===== src/rtl/aes_entropy_responder.sv =====
// rtl/aes_entropy_responder.sv - entropy endpoint: buffers 128-bit genbits blocks
// and serves them as 32-bit words on a req/ack handshake, LSB word first.
module aes_entropy_responder #(
  parameter int unsigned EntropyWidth = 32,
  parameter int unsigned GenBitsWidth = 128,
  parameter int unsigned Depth        = 2,
  localparam int unsigned Words       = GenBitsWidth / EntropyWidth,
  localparam int unsigned LvlW        = $clog2(Depth * Words + 1)
) (
  input  logic                    clk_i,
  input  logic                    rst_ni,
  input  logic                    enable_i,
  input  logic                    clr_i,
  input  logic                    gen_valid_i,
  output logic                    gen_ready_o,
  input  logic [GenBitsWidth-1:0] gen_bits_i,
  input  logic                    gen_fips_i,
  input  logic                    entropy_req_i,
  output logic                    entropy_ack_o,
  output logic [EntropyWidth-1:0] entropy_o,
  output logic                    entropy_fips_o,
  output logic [LvlW-1:0]         level_o,
  output logic [15:0]             underrun_cnt_o
);

  localparam int unsigned PtrW  = (Depth > 1) ? $clog2(Depth) : 1;
  localparam int unsigned CntW  = $clog2(Depth + 1);
  localparam int unsigned WselW = (Words > 1) ? $clog2(Words) : 1;

  logic [GenBitsWidth-1:0] mem_bits_q [Depth];
  logic [Depth-1:0]        mem_fips_q;

  logic [PtrW-1:0]  rptr_q, rptr_d;
  logic [PtrW-1:0]  wptr_q, wptr_d;
  logic [CntW-1:0]  cnt_q, cnt_d;
  logic [WselW-1:0] wsel_q, wsel_d;
  logic [15:0]      urun_q, urun_d;

  logic full, empty, push, ack, pop, starve, last_word;

  logic [GenBitsWidth-1:0]                head_bits;
  logic [Words-1:0][EntropyWidth-1:0]     head_words;

  function automatic logic [PtrW-1:0] ptr_inc(input logic [PtrW-1:0] p);
    return (p == PtrW'(Depth - 1)) ? '0 : p + PtrW'(1);
  endfunction

  // Flush outranks everything: no push, ack or underrun in a clr_i cycle.
  always_comb begin
    full        = (cnt_q == CntW'(Depth));
    empty       = (cnt_q == '0);
    gen_ready_o = enable_i && !full && !clr_i;
    push        = gen_valid_i && gen_ready_o;
    ack         = entropy_req_i && enable_i && !empty && !clr_i;
    last_word   = (wsel_q == WselW'(Words - 1));
    pop         = ack && last_word;
    starve      = entropy_req_i && enable_i && empty && !clr_i;
  end

  always_comb begin
    rptr_d = rptr_q;
    wptr_d = wptr_q;
    cnt_d  = cnt_q;
    wsel_d = wsel_q;
    urun_d = urun_q;
    if (clr_i) begin
      rptr_d = '0;
      wptr_d = '0;
      cnt_d  = '0;
      wsel_d = '0;
      urun_d = '0;
    end else begin
      if (push) begin
        wptr_d = ptr_inc(wptr_q);
      end
      if (ack) begin
        wsel_d = last_word ? '0 : wsel_q + WselW'(1);
      end
      if (pop) begin
        rptr_d = ptr_inc(rptr_q);
      end
      case ({push, pop})
        2'b10:   cnt_d = cnt_q + CntW'(1);
        2'b01:   cnt_d = cnt_q - CntW'(1);
        default: cnt_d = cnt_q;
      endcase
      if (starve && (urun_q != 16'hFFFF)) begin
        urun_d = urun_q + 16'd1;
      end
    end
  end

  always_ff @(posedge clk_i) begin
    if (!rst_ni) begin
      rptr_q <= '0;
      wptr_q <= '0;
      cnt_q  <= '0;
      wsel_q <= '0;
      urun_q <= '0;
    end else begin
      rptr_q <= rptr_d;
      wptr_q <= wptr_d;
      cnt_q  <= cnt_d;
      wsel_q <= wsel_d;
      urun_q <= urun_d;
    end
  end

  // Payload storage needs no reset: it is only observable behind ack.
  always_ff @(posedge clk_i) begin
    if (push) begin
      mem_bits_q[wptr_q] <= gen_bits_i;
      mem_fips_q[wptr_q] <= gen_fips_i;
    end
  end

  assign head_bits      = mem_bits_q[rptr_q];
  assign head_words     = head_bits;
  assign entropy_ack_o  = ack;
  assign entropy_o      = ack ? head_words[wsel_q] : '0;
  assign entropy_fips_o = ack ? mem_fips_q[rptr_q] : 1'b0;
  assign level_o        = LvlW'(cnt_q) * LvlW'(Words) - LvlW'(wsel_q);
  assign underrun_cnt_o = urun_q;

endmodule


===== config.mk =====
export PLATFORM = sky130hd
export DESIGN_NAME = aes_entropy_responder
export DESIGN_NICKNAME = d
export VERILOG_FILES = /design/src/rtl/aes_entropy_responder.sv
export SDC_FILE = /design/constraint.sdc
export NUM_CORES = 1
export LEC_CHECK = 0
export CORE_UTILIZATION = 55
export CTS_BUF_LIST = sky130_fd_sc_hd__clkbuf_16
export CTS_CLUSTER_DIAMETER = 100
export DETAILED_ROUTE_END_ITERATION = 8
export PLACE_DENSITY_LB_ADDON = 0.15
export REMOVE_ABC_BUFFERS = 1
export SETUP_SLACK_MARGIN = 0.3
export SYNTH_ARGS = -nofsm -noshare
export SYNTH_HDL_FRONTEND = slang
export SYNTH_SLANG_ARGS = --single-unit

===== constraint.sdc =====
create_clock -name clk_i -period 15.4 [get_ports clk_i]
set_input_delay 2.31 -clock clk_i [delete_from_list [all_inputs] [get_ports clk_i]]
set_output_delay 2.31 -clock clk_i [all_outputs]
set_load 0.02 [all_outputs]

-- Word level (Yosys, flattened, before mapping)
Memories as Yosys holds them, arrays and structs flattened. A register that Yosys moved wholly into a read port is not among the register bits.
Index checks and enable logic that the tools add are counted.
- register bits: 24
- RAM bits: 256
- output and inout bits: 55
- logic and storage cells: 58
- memories: 1
- memories (memory ; words ; bits a word ; rd ports ; clocked after Yosys merged registers in ; wr ports ; line ; source):
    mem_bits_q ; 2 ; 128 ; 1 ; 1 ; 1 ; 30 ; logic [GenBitsWidth-1:0] mem_bits_q [Depth];
- add/subtract/negate cells: 7
- $lt $le $gt $ge: 4
- equal/unequal tests: 5
- mux-type cells: 17
- bitwise gates (word level): 1
- reduce and logical (&&, ||, !) cells: 17
- operators with widths (cell ; count):
    $bmux W32 S2 ; 1
    $mux W32 ; 2
    $add A16 B1 Y16 const B ; 1
    $ne A16 B16 Y1 const B ; 1
    $logic_and A1 B1 Y1 ; 11
    $mux W1 ; 10
    $eq A2 B2 Y1 const B ; 3
    $add A2 B1 Y2 const B ; 2
    $lt A1 B2 Y1 const B ; 2
    $pmux W2 S2 ; 1
    $sub A4 B2 Y4 ; 1
    $logic_not A1 Y1 ; 3
    $lt A2 B3 Y1 const B ; 1
    $add A1 B1 Y1 const B ; 2
    $bwmux W2 ; 1
    $eq A2 B1 Y1 const B ; 1
    $logic_not A2 Y1 ; 1
    $mux W2 ; 1
    $reduce_bool A2 Y1 ; 1
    $reduce_or A2 Y1 ; 1
    $sub A2 B1 Y2 const B ; 1
    $demux W1 S1 ; 1
    $ge A1 B1 Y1 const B ; 1
    $not A1 Y1 ; 1

-- Depth between registers and ports, before layout
- depth after elaboration: 7
- gate-level depth with buffers: 8
- gate-level depth less buffers: 7

-- Least setup slack after synthesis
OpenSTA, ideal clock, no wires.
- path kind: input-to-reg
- from: input clr_i
- to: memory mem_bits_q[0][0] (enable)
- arrival time: 7.972 ns
- data required time: 14.781 ns
- slack: 6.809 ns
- stages on the path: 2
- path buffers: 0
- path through: nand4bb_1 > nor2_1
- word-level cells in the longest chain between the ends: 5
- ends and longest elaborated chain (what ; line ; source):
    start: declaration ; 13 ; input logic clr_i,
    $logic_not A1 Y1 ; 52 ; gen_ready_o = enable_i && !full && !clr_i;
    $logic_and A1 B1 Y1 ; 52 ;
    $logic_and A1 B1 Y1 ; 53 ; push = gen_valid_i && gen_ready_o;
    $mux W1 ; 111 ; if (push) begin
    $mux W1 (implied by the code) ; 112 ; mem_bits_q[wptr_q] <= gen_bits_i;
    end: declaration ; 30 ;
Every way passes these cells.

-- Worst setup path after layout
- from: input clr_i
- to: output entropy_o[10]
- word-level cells in the longest chain between the ends: 3
- ends and longest elaborated chain (what ; line ; source):
    $logic_not A1 Y1 ; 54 ; ack = entropy_req_i && enable_i && !empty && !clr_i;
    $logic_and A1 B1 Y1 ; 54 ;
    $mux W32 ; 120 ; assign entropy_o = ack ? head_words[wsel_q] : '0;
    end: declaration ; 20 ; output logic [EntropyWidth-1:0] entropy_o,
Every way passes these cells.

==> flow_summary_export.csv <==
group,metric,value,unit
status,status,"completed",
timing,relSlewSlack,31.6,%
timing,fin_crit,6.99,ns
timing,post-route-period-util,45.4,%
global_routing,first_global_vias,6449,
global_routing,grt_util_met1,26.8,%
global_routing,grt_use_total,21.9,%
global_routing,grt_use_met2,38.7,%
layout,antenna_cells,0,
clock_network,clk_latency,0.53,ns
routing,drt-total-wl,22300,um
clock_network,path_clk_slew,0.06,ns
global_routing,grt_overflow,0,
routing,dr.pass1.iters,5,
setup_path,timing.rr.end,"mem_bits_q[0][74]$_DFFE_PP_",
die,core_area,19500,um2
routing,vias,6151,
placed_design,dp_hpwl,13500,um
layout,instances_no_fill,1073,
timing,fin_setup_tns,0,ns
routing,drc_errors,0,
die,io_pins,190,
timing,setup_ws,8.41,ns
clock_network,clockBufferDepth,3,
yosys,synth-seq-cells,281,
setup_path,start_kind,"input pin",
setup_path,critical_path_class,"in2out",
setup_path,crit-reg2reg-launch,"cnt_q[0]$_SDFFE_PP0P_",
setup_path,crit_fanout,36,
setup_path,critPathArrivalTime,4.68,ns
clock_network,cts_max_level,1,
hold_path,hold_class,"reg2reg",
layout,final_cell_mix,"edfxtp_1, clkdlybuf4s50_1, nand2_1, mux4_2, a21oi_1",
die,die_w,143,um
setup_path,cpMaxStageDelayCell,"clkdlybuf4s50_1",
placed_design,place_ws,8.38,ns
clock_network,postCtsHoldBufs,0,
hold_path,hold_end,"underrun_cnt_o[15]$_SDFFE_PP0P_",
setup_path,path_cells,"clkdlybuf4s50_1, and3b_1, nand2_2, a21oi_1, clkdlybuf4s50_1",
routing,drt-vias-per-instance,5.73,
layout,nets,928,
layout,final_common_cell,"edfxtp_1",
placed_design,dp_cells,1023,
global_routing,top_usage_layer,"met2",
setup_path,critical_path_required,13.09,ns
setup_path,endpoint_kind,"output pin",
routing,ant_nets,0,
pwr,p_leak,0.00445,uW
timing,drv_slew,0,
clock_network,cts_sinks,281,
timing,tightest_slew,1.03,ns
placed_design,io_buffers,189,
pwr,ir_drop,0.116,mV
clock_network,cts_buffers,29,
global_routing,grt_max_degree,71,
clock_network,cts_tree,"yes",
yosys,netlist_area,11000,um2
yosys,ys_seq_area_share,74.9,%
layout,layout-drive-gt1-share,14.9,%
timing,finalSetupViolations,0,
setup_path,reg2reg_depth,4,
global_routing,antenna_found_initial,0,
timing,fmax,0.143,GHz
run,max_cap_violations,0,
yosys,synth_cell_types,36,
die,core.rowCount,51,
routing,wl_per_cell,20.8,um
setup_path,r2r_slack,12.93,ns
clock_network,ctsResizeCount,0,
hold_path,holdPathStages,2,
routing,drtIter0Drc,344,
clock_network,cts_setup_buffers,0,
die,fp.dieH,143,um
pwr,p_per_area,112,nW/um2
die,initial_core_util,56.3,%
die,die_area,20500,um2
global_routing,grt_pass1_wl,33700,um
layout,fill_cells,1262,
placed_design,place_congestion,0.797,
timing,holdWs,0.515,ns
hold_path,hold_start,"underrun_cnt_o[15]$_SDFFE_PP0P_",
setup_path,crit_top_cell,"clkdlybuf4s50_1",
timing,rsz0062_at_grt,"false",
timing,hold_viol,0,
clock_network,cts-root-buf,"clkbuf_16",
timing,fin_skew,0.00938,ns
yosys,synth_warnings,0,
yosys,syn_inst,596,
setup_path,cpPeakStageDelay,0.66,ns
setup_path,startpoint,"clr_i",
yosys,synth_area_per_cell,18.4,um2
layout,syn_to_final_growth,28.1,%
global_routing,met3_usage,5.57,%
[worst max-delay path by stage]
stage                                  to  slack [ns]  depth (start not counted)
3_5_place_dp                entropy_o[13]        8.38                          5
2_1_floorplan  mem_bits_q[0][0]$_DFFE_PP_        6.81                          2
6_report                    entropy_o[10]        8.41                          5
5_1_grt                     entropy_o[10]        8.24                          5
4_1_cts                     entropy_o[10]        8.37                          5
3_3_place_gp                entropy_o[30]        8.58                          5
[layer usage]
layer / part of all wire (%) / vias up
met3: 7.5 / 37
met4: 2.2 / 0
met2: 52 / 236
met1: 38 / 3104
li1: - / 2774
met5: 0 / -
[stage by stage]
stage	area, um2	util, %	power (uW)
2_1_floorplan	10800	-	881
3_3_place_gp	13100	67.4	920
3_5_place_dp	13100	67.4	924
4_1_cts	14000	72.1	1580
5_1_grt	14000	72.1	1610
6_report	14000	72.1	1570
[cell families (layout without fill, tap and decap cells)]
group	Yosys count	in the layout	share of synthesized area (%)
buffers and inverters	42	254	1.69
XOR/XNOR	6	6	0.480
multiplexers	65	65	13.3
AO/OA/AOI/OAI	69	69	3.50
flip-flops	281	281	74.9
AND/OR/NAND/NOR	129	129	5.69
adder cells (fa/ha/maj)	4	4	0.457
[report_power, final]
part	internal (uW)	switching [uW]	leakage (uW)	total, uW
clock network	387	272	0.000473	659
registers	846	3.12	0.00253	849
logic	38.4	21.2	0.00144	59.6
[state kept, by name, summed over array words and instances, names as in the netlist, named ones only]
name,cells
wsel_q,2
cnt_q,2
rptr_q,1
underrun_cnt_o,16
mem_bits_q,256
mem_fips_q,2
wptr_q,1
[Yosys cell counts]
cell type,count,area (um2)
buf_2,7,35.0
and4_1,1,8.76
dfxtp_1,23,460
nand2_1,74,278
nor2_1,9,33.8
buf_4,1,7.51
nor3_1,1,5.00
or4_1,12,90.1
nor4_1,1,6.26
xor2_1,3,26.3
nor3b_1,2,15.0
a21oi_1,50,250
nand4bb_1,1,11.3
inv_1,6,22.5
edfxtp_1,258,7750
or2_4,1,8.76
mux4_2,64,1440
mux2i_1,1,10.0
and3b_1,1,8.76
nand2b_1,1,6.26
buf_6,2,22.5
nor2b_1,2,12.5
nand3_1,9,45.0
buf_1,1,3.75
or3_1,4,25.0
o21ai_0,4,20.0
nand4_1,6,37.5
or4_4,1,11.3
and3_1,2,12.5
clkinv_1,1,3.75
nand3b_1,1,7.51
o31ai_1,11,82.6
xnor2_1,3,26.3
clkbuf_1,24,90.1
ha_1,4,50.1
o21a_1,4,30.0
[critical path: cells and delay by family]
family          cells  cell delay, ns
buf+inv             2            1.13
simple gates        2            0.83
compound gates      1            0.38
[layout make-up]
cell class	instances	area [um2]	area share, %
multi-input cells	273	2580	18.4
repair buffers	197	1950	13.9
well taps	265	332	2.36
clock inverters	18	116	0.830
flip-flops and latches	281	8220	58.6
inverters	7	26.3	0.187
clock buffers	32	801	5.71
(Power assumes the default switching activity.)
